<file path="src/rtl/hdmi_period_scheduler_pkg.sv">
// Shared types and constants for the HDMI period scheduler and the
// encoder blocks that consume its mode/word_idx outputs.
package hdmi_pkg;

    // Period code seen by the TMDS encoders and packet serializer
    typedef enum logic [2:0] {
        CTRL    = 3'd0,
        VID_PRE = 3'd1,
        VID_GB  = 3'd2,
        VIDEO   = 3'd3,
        DI_PRE  = 3'd4,
        DI_GB   = 3'd5,
        DI_DATA = 3'd6
    } mode_t;

    // Internal sequencer states; leading and trailing island guard bands
    // are distinct so the FSM knows where to go next
    typedef enum logic [2:0] {
        ST_CTRL        = 3'd0,
        ST_VID_PRE     = 3'd1,
        ST_VID_GB      = 3'd2,
        ST_VIDEO       = 3'd3,
        ST_DI_PRE      = 3'd4,
        ST_DI_GB_LEAD  = 3'd5,
        ST_DI_DATA     = 3'd6,
        ST_DI_GB_TRAIL = 3'd7
    } state_t;

    // CTL3..CTL0 preamble codes
    localparam logic [3:0] CTL_VID_PRE = 4'b0001;
    localparam logic [3:0] CTL_DI_PRE  = 4'b0101;

    localparam int PREAMBLE_LEN = 8;
    localparam int GUARD_LEN    = 2;
    localparam int PKT_LEN      = 32;
    localparam int MIN_CTRL     = 12;

    // Width of the shared length counter (must hold PKT_LEN-1)
    localparam int CNT_W = 5;

    // Collapse internal states onto the period code
    function automatic mode_t state_to_mode(input state_t st);
        case (st)
            ST_VID_PRE:     return VID_PRE;
            ST_VID_GB:      return VID_GB;
            ST_VIDEO:       return VIDEO;
            ST_DI_PRE:      return DI_PRE;
            ST_DI_GB_LEAD:  return DI_GB;
            ST_DI_DATA:     return DI_DATA;
            ST_DI_GB_TRAIL: return DI_GB;
            default:        return CTRL;
        endcase
    endfunction

endpackage

</file>
<file path="src/rtl/hdmi_period_scheduler_if.sv">
// Bundle between timing generator / packet source (master) and the
// period scheduler (slave).
interface hdmi_period_scheduler_if
    import hdmi_pkg::*;
();
    logic [9:0] counter_x;
    logic [9:0] counter_y;
    logic       hsync_in;
    logic       vsync_in;
    logic       pkt_valid;
    logic       pkt_ready;
    logic [4:0] word_idx;
    mode_t      mode;
    logic [3:0] ctl;
    logic       de;
    logic       hsync_out;
    logic       vsync_out;

    modport master (
        output counter_x, counter_y, hsync_in, vsync_in, pkt_valid,
        input  pkt_ready, word_idx, mode, ctl, de, hsync_out, vsync_out
    );

    modport slave (
        input  counter_x, counter_y, hsync_in, vsync_in, pkt_valid,
        output pkt_ready, word_idx, mode, ctl, de, hsync_out, vsync_out
    );
endinterface

</file>
<file path="src/rtl/hdmi_period_scheduler.sv">
// Per-pixel HDMI period sequencer: decides control / preamble / guard /
// video / data-island periods from the raster position. All outputs are
// registered, so the values for counter_x=N appear one clock later.
module hdmi_period_scheduler
    import hdmi_pkg::*;
#(
    parameter int H_ACTIVE     = 640,
    parameter int H_TOTAL      = 800,
    parameter int V_ACTIVE     = 480,
    parameter int V_TOTAL      = 525,
    parameter int DI_START_OFS = 12,
    parameter int MAX_PKTS     = 2
) (
    input  logic                    clk,
    input  logic                    rst,
    hdmi_period_scheduler_if.slave  bus
);

    localparam int PKT_CNT_W  = $clog2(MAX_PKTS + 1);
    localparam int ISLAND_END = H_ACTIVE + DI_START_OFS + PREAMBLE_LEN
                              + 2 * GUARD_LEN + MAX_PKTS * PKT_LEN;

    localparam logic [9:0] X_VID_PRE = 10'(H_TOTAL - 10);
    localparam logic [9:0] X_VID_END = 10'(H_ACTIVE);
    localparam logic [9:0] X_DI      = 10'(H_ACTIVE + DI_START_OFS);
    localparam logic [9:0] X_LIMIT   = 10'(H_TOTAL);
    localparam logic [9:0] Y_LAST    = 10'(V_TOTAL - 1);
    localparam logic [9:0] Y_ACT     = 10'(V_ACTIVE);

    // The longest island plus its minimum control gap must finish before
    // the video preamble of the next line begins.
    if (ISLAND_END + MIN_CTRL > H_TOTAL - 10) begin : g_island_fit
        $error("data island does not fit in horizontal blanking");
    end

    state_t               state_q, state_d;
    logic [CNT_W-1:0]     cnt_q, cnt_d;
    logic [PKT_CNT_W-1:0] pkts_q, pkts_d;

    mode_t                mode_q, mode_d;
    logic [3:0]           ctl_q, ctl_d;
    logic                 de_q, de_d;
    logic                 pkt_ready_q, pkt_ready_d;
    logic [CNT_W-1:0]     word_idx_q, word_idx_d;
    logic                 hsync_q, vsync_q;

    logic [9:0]           next_y;
    logic                 lead_video;

    assign next_y     = (bus.counter_y == Y_LAST) ? 10'd0 : bus.counter_y + 10'd1;
    assign lead_video = (next_y < Y_ACT);

    // State, length counter and packet count registers
    always_ff @(posedge clk) begin
        if (rst) begin
            state_q <= ST_CTRL;
            cnt_q   <= '0;
            pkts_q  <= '0;
        end else begin
            state_q <= state_d;
            cnt_q   <= cnt_d;
            pkts_q  <= pkts_d;
        end
    end

    // Next-state logic: period for the pixel currently on counter_x
    always_comb begin
        state_d = state_q;
        cnt_d   = cnt_q;
        pkts_d  = pkts_q;
        if (bus.counter_x >= X_LIMIT) begin
            state_d = ST_CTRL;
            cnt_d   = '0;
        end else begin
            case (state_q)
                ST_CTRL: begin
                    if (bus.counter_x == X_VID_PRE && lead_video) begin
                        state_d = ST_VID_PRE;
                        cnt_d   = CNT_W'(PREAMBLE_LEN - 1);
                    end else if (bus.counter_x == X_DI && bus.pkt_valid) begin
                        state_d = ST_DI_PRE;
                        cnt_d   = CNT_W'(PREAMBLE_LEN - 1);
                        pkts_d  = '0;
                    end
                end
                ST_VID_PRE: begin
                    if (cnt_q == '0) begin
                        state_d = ST_VID_GB;
                        cnt_d   = CNT_W'(GUARD_LEN - 1);
                    end else begin
                        cnt_d = cnt_q - 1'b1;
                    end
                end
                ST_VID_GB: begin
                    if (cnt_q == '0) begin
                        state_d = ST_VIDEO;
                    end else begin
                        cnt_d = cnt_q - 1'b1;
                    end
                end
                ST_VIDEO: begin
                    if (bus.counter_x == X_VID_END) begin
                        state_d = ST_CTRL;
                    end
                end
                ST_DI_PRE: begin
                    if (cnt_q == '0) begin
                        state_d = ST_DI_GB_LEAD;
                        cnt_d   = CNT_W'(GUARD_LEN - 1);
                    end else begin
                        cnt_d = cnt_q - 1'b1;
                    end
                end
                ST_DI_GB_LEAD: begin
                    if (cnt_q == '0) begin
                        state_d = ST_DI_DATA;
                        cnt_d   = CNT_W'(PKT_LEN - 1);
                        pkts_d  = pkts_q + 1'b1;
                    end else begin
                        cnt_d = cnt_q - 1'b1;
                    end
                end
                ST_DI_DATA: begin
                    // A committed packet always runs to completion; the
                    // continue/stop decision is made only at its boundary.
                    if (cnt_q == '0) begin
                        if (bus.pkt_valid && pkts_q < PKT_CNT_W'(MAX_PKTS)) begin
                            cnt_d  = CNT_W'(PKT_LEN - 1);
                            pkts_d = pkts_q + 1'b1;
                        end else begin
                            state_d = ST_DI_GB_TRAIL;
                            cnt_d   = CNT_W'(GUARD_LEN - 1);
                        end
                    end else begin
                        cnt_d = cnt_q - 1'b1;
                    end
                end
                ST_DI_GB_TRAIL: begin
                    if (cnt_q == '0) begin
                        state_d = ST_CTRL;
                    end else begin
                        cnt_d = cnt_q - 1'b1;
                    end
                end
                default: begin
                    state_d = ST_CTRL;
                    cnt_d   = '0;
                end
            endcase
        end
    end

    // Output decode from the next state so the registered outputs line up
    // with the pixel that produced them
    always_comb begin
        mode_d      = state_to_mode(state_d);
        ctl_d       = 4'b0000;
        de_d        = 1'b0;
        pkt_ready_d = 1'b0;
        word_idx_d  = '0;
        case (state_d)
            ST_VID_PRE: ctl_d = CTL_VID_PRE;
            ST_DI_PRE:  ctl_d = CTL_DI_PRE;
            ST_VIDEO:   de_d  = 1'b1;
            ST_DI_DATA: begin
                word_idx_d  = CNT_W'(PKT_LEN - 1) - cnt_d;
                pkt_ready_d = (cnt_d == CNT_W'(PKT_LEN - 1));
            end
            default: ;
        endcase
    end

    // Output registers, including the one-clock sync delay
    always_ff @(posedge clk) begin
        if (rst) begin
            mode_q      <= CTRL;
            ctl_q       <= 4'b0000;
            de_q        <= 1'b0;
            pkt_ready_q <= 1'b0;
            word_idx_q  <= '0;
            hsync_q     <= 1'b0;
            vsync_q     <= 1'b0;
        end else begin
            mode_q      <= mode_d;
            ctl_q       <= ctl_d;
            de_q        <= de_d;
            pkt_ready_q <= pkt_ready_d;
            word_idx_q  <= word_idx_d;
            hsync_q     <= bus.hsync_in;
            vsync_q     <= bus.vsync_in;
        end
    end

    assign bus.mode      = mode_q;
    assign bus.ctl       = ctl_q;
    assign bus.de        = de_q;
    assign bus.pkt_ready = pkt_ready_q;
    assign bus.word_idx  = word_idx_q;
    assign bus.hsync_out = hsync_q;
    assign bus.vsync_out = vsync_q;

endmodule

</file>
<file path="src/flat_wrapper.sv">
// flat-port wrapper written by rule: the top's interface ports become plain ports
module hdmi_period_scheduler_flat import hdmi_pkg::*;
#(
    parameter int H_ACTIVE     = 640,
    parameter int H_TOTAL      = 800,
    parameter int V_ACTIVE     = 480,
    parameter int V_TOTAL      = 525,
    parameter int DI_START_OFS = 12,
    parameter int MAX_PKTS     = 2
)
  (clk, rst, bus_counter_x, bus_counter_y, bus_hsync_in, bus_vsync_in, bus_pkt_valid, bus_pkt_ready, bus_word_idx, bus_mode, bus_ctl, bus_de, bus_hsync_out, bus_vsync_out);
  hdmi_period_scheduler_if bus_i ();
  input  logic clk;
  input  logic rst;
  input wire logic [$bits(bus_i.counter_x)-1:0] bus_counter_x;
  input wire logic [$bits(bus_i.counter_y)-1:0] bus_counter_y;
  input wire logic [$bits(bus_i.hsync_in)-1:0] bus_hsync_in;
  input wire logic [$bits(bus_i.vsync_in)-1:0] bus_vsync_in;
  input wire logic [$bits(bus_i.pkt_valid)-1:0] bus_pkt_valid;
  output wire logic [$bits(bus_i.pkt_ready)-1:0] bus_pkt_ready;
  output wire logic [$bits(bus_i.word_idx)-1:0] bus_word_idx;
  output wire logic [$bits(bus_i.mode)-1:0] bus_mode;
  output wire logic [$bits(bus_i.ctl)-1:0] bus_ctl;
  output wire logic [$bits(bus_i.de)-1:0] bus_de;
  output wire logic [$bits(bus_i.hsync_out)-1:0] bus_hsync_out;
  output wire logic [$bits(bus_i.vsync_out)-1:0] bus_vsync_out;
  assign bus_i.counter_x = bus_counter_x;
  assign bus_i.counter_y = bus_counter_y;
  assign bus_i.hsync_in = bus_hsync_in;
  assign bus_i.vsync_in = bus_vsync_in;
  assign bus_i.pkt_valid = bus_pkt_valid;
  assign bus_pkt_ready = bus_i.pkt_ready;
  assign bus_word_idx = bus_i.word_idx;
  assign bus_mode = bus_i.mode;
  assign bus_ctl = bus_i.ctl;
  assign bus_de = bus_i.de;
  assign bus_hsync_out = bus_i.hsync_out;
  assign bus_vsync_out = bus_i.vsync_out;
  hdmi_period_scheduler #(.H_ACTIVE(H_ACTIVE), .H_TOTAL(H_TOTAL), .V_ACTIVE(V_ACTIVE), .V_TOTAL(V_TOTAL), .DI_START_OFS(DI_START_OFS), .MAX_PKTS(MAX_PKTS)) u_core (.clk(clk), .rst(rst), .bus(bus_i));
endmodule
</file>
<file path="config.mk">
export PLATFORM = sky130hd
export DESIGN_NAME = hdmi_period_scheduler_flat
export DESIGN_NICKNAME = d
export VERILOG_FILES = /design/src/rtl/hdmi_period_scheduler_pkg.sv /design/src/rtl/hdmi_period_scheduler_if.sv /design/src/rtl/hdmi_period_scheduler.sv /design/src/flat_wrapper.sv
export SDC_FILE = /design/constraint.sdc
export NUM_CORES = 1
export LEC_CHECK = 0
export ABC_AREA = 1
export CORE_MARGIN = 3
export CORE_UTILIZATION = 53
export DETAILED_ROUTE_END_ITERATION = 7
export GPL_ROUTABILITY_DRIVEN = 0
export PLACE_DENSITY = 0.85
export SETUP_SLACK_MARGIN = 0.2
export SLEW_MARGIN = 15
export SYNTH_ARGS = -nofsm -noshare
export SYNTH_HDL_FRONTEND = slang
export SYNTH_SLANG_ARGS = --single-unit
</file>
<file path="constraint.sdc">
create_clock -name clk -period 3.6 [get_ports clk]
set_clock_uncertainty 0.1 [all_clocks]
set_input_delay 1.08 -clock clk [delete_from_list [all_inputs] [get_ports clk]]
set_output_delay 1.08 -clock clk [all_outputs]
set_load 0.03 [all_outputs]
</file>
== After elaboration in Yosys (flattened, before gate mapping) ==
Cells that the tools add are included.
Cells by class
  reduce and logical (&&, ||, !) cells: 11
  add/subtract/negate cells: 4
  eq/ne operators: 24
  order comparisons: 3
  mux-type cells: 31
  bitwise gates (word level): 2
Operators by type and width (count)
  10-bit == test, second input constant: 4
  5-bit 2-to-1 mux: 8
  3-bit 2-to-1 mux: 11
  5-bit one-hot mux with 5 select lines: 1
  3-bit == test, second input constant: 8
  3-bit one-hot mux with 8 select lines: 1
  3-bit one-hot mux with 6 select lines: 1
  3-bit by 2-bit == test with 1-bit output, second input constant: 4
  10-bit by 1-bit adder with 10-bit output, second input constant: 1
  10-bit >= comparator, second input constant: 1
  10-bit by 9-bit < comparator with 1-bit output, second input constant: 1
  10-bit 2-to-1 mux: 1
  2-bit 2-to-1 mux: 5
  2-bit by 1-bit inequality test with 1-bit output, second input constant: 4
  2-bit OR reduction: 4
  7-bit AND reduction: 1
  3-bit by 1-bit == test with 1-bit output, second input constant: 2
  2-bit one-hot mux with 3 select lines: 1
  3-bit one-hot mux with 2 select lines: 1
  5-bit == test, second input constant: 1
  5-bit zero test: 1
  5-bit by 1-bit subtractor with 5-bit output, second input constant: 1
  5-bit subtractor, first input constant: 1
  1-bit logical AND: 3
  7 further kinds: 8
Storage, ports and cells
  register bits: 26
  output and inout bits: 16
  logic and storage cells: 85

== Logic depth before layout (Yosys ltp) ==
  depth after elaboration: 10
  gate-level depth with buffers: 16
  gate-level depth less buffers: 16

== Worst setup path before layout ==
OpenSTA, ideal clock, no wires.
  kind: input -> register
  from: input bus_counter_x[5]
  to: register u_core.word_idx_q[0] (netlist: u_core.bus.word_idx[0])
  path buffers: 0
  slack: 1.397 ns
  required time: 3.430 ns
  arrival time: 2.033 ns
  stages: 9
  path through: inv_1 nand2_1 nor2_1 nand3_1 nand2_1 nand3_2 inv_1 nand4_2 a21oi_1
On the way
  longest elaborated chain between the ends: 9
  elaborated cells between the ends (all ways): 19
  classes of those cells: add/sub (1); order compare (1); eq/ne (4); mux (9); bitwise (1); reduce/logical (3)
Ends and longest elaborated chain
  start: declaration: RTL line flat_wrapper.sv:15  | input wire logic [$bits(bus_i.counter_x)-1:0] bus_counter_x;
  parallel branches: the longest is 9 deep, another holds 5-bit subtractor
  end signal: assignment: RTL line hdmi_period_scheduler.sv:188  | word_idx_q <= word_idx_d;
  end: declaration: RTL line hdmi_period_scheduler.sv:44  | logic [CNT_W-1:0] word_idx_q, word_idx_d;
Parallel ways; which one is timed is not known.
A chain may end at the register's enable or synchronous reset.

== Final worst setup path ==
  from: register u_core.mode_q[0] (netlist: u_core.bus.mode[0])
  to: output bus_mode[0]
RTL lines
  start: declaration: RTL line hdmi_period_scheduler.sv:40  | mode_t mode_q, mode_d;
  start signal: assignment: RTL line hdmi_period_scheduler.sv:184  | mode_q <= mode_d;
  end: declaration: RTL line flat_wrapper.sv:22  | output wire logic [$bits(bus_i.mode)-1:0] bus_mode;
No word-level cell between the ends.

==> results_dict.tcl <==
set metrics [dict create \
    status "finished, final reports clean" \
    cts_max_level 1 \
    worst-setup-path-type "reg2out" \
    cts_resized 0 \
    slew_violations 0 \
    synthFlopType "dfxtp_1" \
    core.rowCount 19 \
    cts_root_buf "clkbuf_4" \
    critPathTopFamily "buffers and inverters" \
    first_pass_iters 4 \
    drt_iter0_drc 107 \
    reg2reg_depth 16 \
    n_antenna_cell 0 \
    period_minus_slack_ns 2.78 \
    drt-total-wl_um 3690 \
    syn_inst 264 \
    crit_required_ns 2.42 \
    hold_start "u_core.pkts_q[1]$_SDFFE_PP0P_" \
    fmax_mhz 359 \
    synthArstFlopShare_pct 0 \
    dp.cells 327 \
    core_um2 2850 \
    finalCritPeriodShare_pct 77.3 \
    layout.cells.non_filler 331 \
    max_cap_viol_count 0 \
    drive_gt1_share_pct 10.3 \
    syn_area_per_cell_um2 6.17 \
    cts_setup_buffers 0 \
    yosysSeqAreaShare_pct 28.3 \
    vias_per_cell 5.06 \
    die_y_um 61.4 \
    ys_types 35 \
    clkTransAtPathRegs_ns 0.12 \
    cp_max_fo 9 \
    grt_pass1_vias 1470 \
    cts_sinks 23 \
    r2r-start "u_core.cnt_q[0]$_SDFF_PP0_" \
    max_stage_delay_ns 0.74 \
    ctsHoldBuffers 0 \
    regToRegSetupSlack_ns 1.50 \
    arrival_ns 1.60 \
    synth_edf_count 0 \
    tns_ns 0 \
    die_area_um2 3770 \
    slowest_stage "clkdlybuf4s50_1" \
    syn_area_um2 1630 \
    seq_area_um2 460 \
    yosysWarnings 0 \
    fillCellCount 249 \
    leakage_nw 1.03 \
    ant_nets 0 \
    rsz0062_at_grt "no" \
    num-nets-final 329 \
    r2r_end "u_core.bus.pkt_ready$_SDFF_PP0_" \
    antenna_found_initial 0 \
    ys_ff_latch 23 \
    hold_class "reg2reg" \
    die_x_um 61.4 \
    place_ws_ns 0.676 \
    multi_input_area_um2 952 \
    pwr_density_cell_nw_per_um2 629 \
    vias 1674 \
    worst-path-buf-inv 1 \
    io_pins 41 \
    worst_ir_drop_vdd_mv 0.415 \
    synthToLayoutAreaGrowth_pct 24.7 \
    crit_chain "clkdlybuf4s50_1" \
    grt_start_max_net_pins 16 \
    overflow 0 \
    finalHoldViolCount 0 \
    numCtsBuffers 3 \
    grt_pass1_wl_um 6180 \
    layout_setup_ws_ns 0.816 \
    start_util_pct 57.1 \
    worstHoldEndpoint "u_core.pkts_q[1]$_SDFFE_PP0P_" \
    setup_viol 0 \
    post_drt_wl_per_cell_um 11.2 \
    cts_tree "built" \
    clockBufferDepth 2 \
    min_path_cells 2 \
    cp-start-kind "flip-flop" \
    grtUsageTotal_pct 21.5 \
    port_buffers 38 \
    dp.final_hpwl_um 3130 \
    cp.depth 1 \
    clk_latency_ns 0.31 \
    end_kind "primary output" \
    drc 0 \
]
[report_power, final]
group	switching, mW	internal [mW]	total (mW)
sequential	0.0626	0.307	0.370
clock	0.0748	0.0415	0.116
combinational	0.519	0.274	0.792
total	0.656	0.622	1.28
[Yosys cell counts, drive strengths merged (2+ instances only)]
| master | n | share of area [%] |
|---|---|---|
| a21oi | 15 | 5.1 |
| and2 | 2 | 0.77 |
| buf | 7 | 3.1 |
| dfxtp | 23 | 28 |
| ha | 3 | 2.3 |
| inv | 43 | 9.9 |
| nand2 | 77 | 19 |
| nand3 | 29 | 9.8 |
| nand4 | 2 | 1.2 |
| nor2 | 39 | 11 |
| nor3 | 5 | 1.8 |
| o21ai | 9 | 3.2 |
[worst register-to-register path, stage by stage (launching register included)]
cell     delay, ns
dfxtp_1       0.36
inv_1         0.15
ha_1          0.17
inv_1         0.06
nor2_4        0.14
nand2_4       0.15
nand2_1       0.15
nand3_1       0.09
nand2_1       0.07
inv_1         0.04
nand2_1       0.09
nor2_1        0.06
nand2_1       0.07
nand2_1       0.09
nor2_1        0.11
nand2_1       0.08
nor2_1        0.10
[routing by layer]
| layer | GRT usage [%] | vias up | share of wire (%) |
|---|---|---|---|
| li1 | - | 890 | - |
| met1 | 29.5 | 724 | 45 |
| met2 | 35.5 | 55 | 48 |
| met3 | 4.82 | 5 | 6.7 |
| met4 | 3.03 | 0 | 0.49 |
| met5 | 0 | - | 0 |
[cell families (layout without fill, tap and decap cells)]
| family | after synthesis | after routing | synth area share [%] |
|---|---|---|---|
| AO/OA/AOI/OAI | 28 | 28 | 9.99 |
| adder cells (fa/ha/maj) | 3 | 3 | 2.30 |
| buffers and inverters | 52 | 87 | 13.5 |
| flip-flops | 23 | 23 | 28.3 |
| other | 1 | 2 | 0.230 |
| AND/OR/NAND/NOR | 157 | 157 | 45.7 |
[state kept, by name, summed over array words and instances, names as in the netlist]
signal	cells
u_core.bus.ctl	2
u_core.pkts_q	2
u_core.bus.mode	3
u_core.bus.hsync_out	1
u_core.bus.pkt_ready	1
u_core.state_q	2
u_core.bus.word_idx	5
u_core.bus.vsync_out	1
u_core.cnt_q	5
u_core.bus.de	1
[cell type report]
cell class                      count  area share, %
Clock buffer                        3           1.11
Clock inverter                      1          0.246
Inverter                           44           8.13
Multi-Input combinational cell    190           46.9
Sequential cell                    23           22.7
Tap cell                           31           1.91
Timing Repair Buffer               39           19.1
[cell usage in the layout (no fill, tap or decap), types with 2 or more instances in the layout]
cell / n
nor2_4: 5
inv_2: 5
nand3_1: 26
inv_1: 38
nand2_2: 3
nor3_1: 4
clkdlybuf4s50_1: 38
clkbuf_4: 3
o21ai_2: 2
o21ai_0: 5
nand3_2: 3
conb_1: 2
a21oi_2: 2
dfxtp_1: 23
and2_1: 2
nand2_4: 2
o21ai_1: 2
ha_1: 3
nand2_1: 72
nor2_1: 33
a21oi_1: 13
[stage by stage]
stage               hold WS [ns]  power (mW)  area [um^2]  util, %
global route               0.418        1.40         2030     71.2
floorplan                  0.369        1.01         1630        -
finish                     0.404        1.28         2030     71.2
CTS                        0.409        1.28         2030     71.2
detailed placement         0.392        1.16         2000     70.3
global placement           0.387        1.15         2000     70.3
[worst max path at each step]
stage,startpoint,to
after floorplan,bus_counter_x[5],u_core.bus.word_idx[0]$_SDFF_PP0_
after global placement,bus_counter_x[2],u_core.bus.word_idx[0]$_SDFF_PP0_
after detailed placement,bus_counter_x[2],u_core.bus.pkt_ready$_SDFF_PP0_
after CTS,u_core.bus.mode[0]$_SDFF_PP0_,bus_mode[0]
after global routing,u_core.bus.mode[0]$_SDFF_PP0_,bus_mode[0]
final,u_core.bus.mode[0]$_SDFF_PP0_,bus_mode[0]
(Power assumes the default switching activity.)
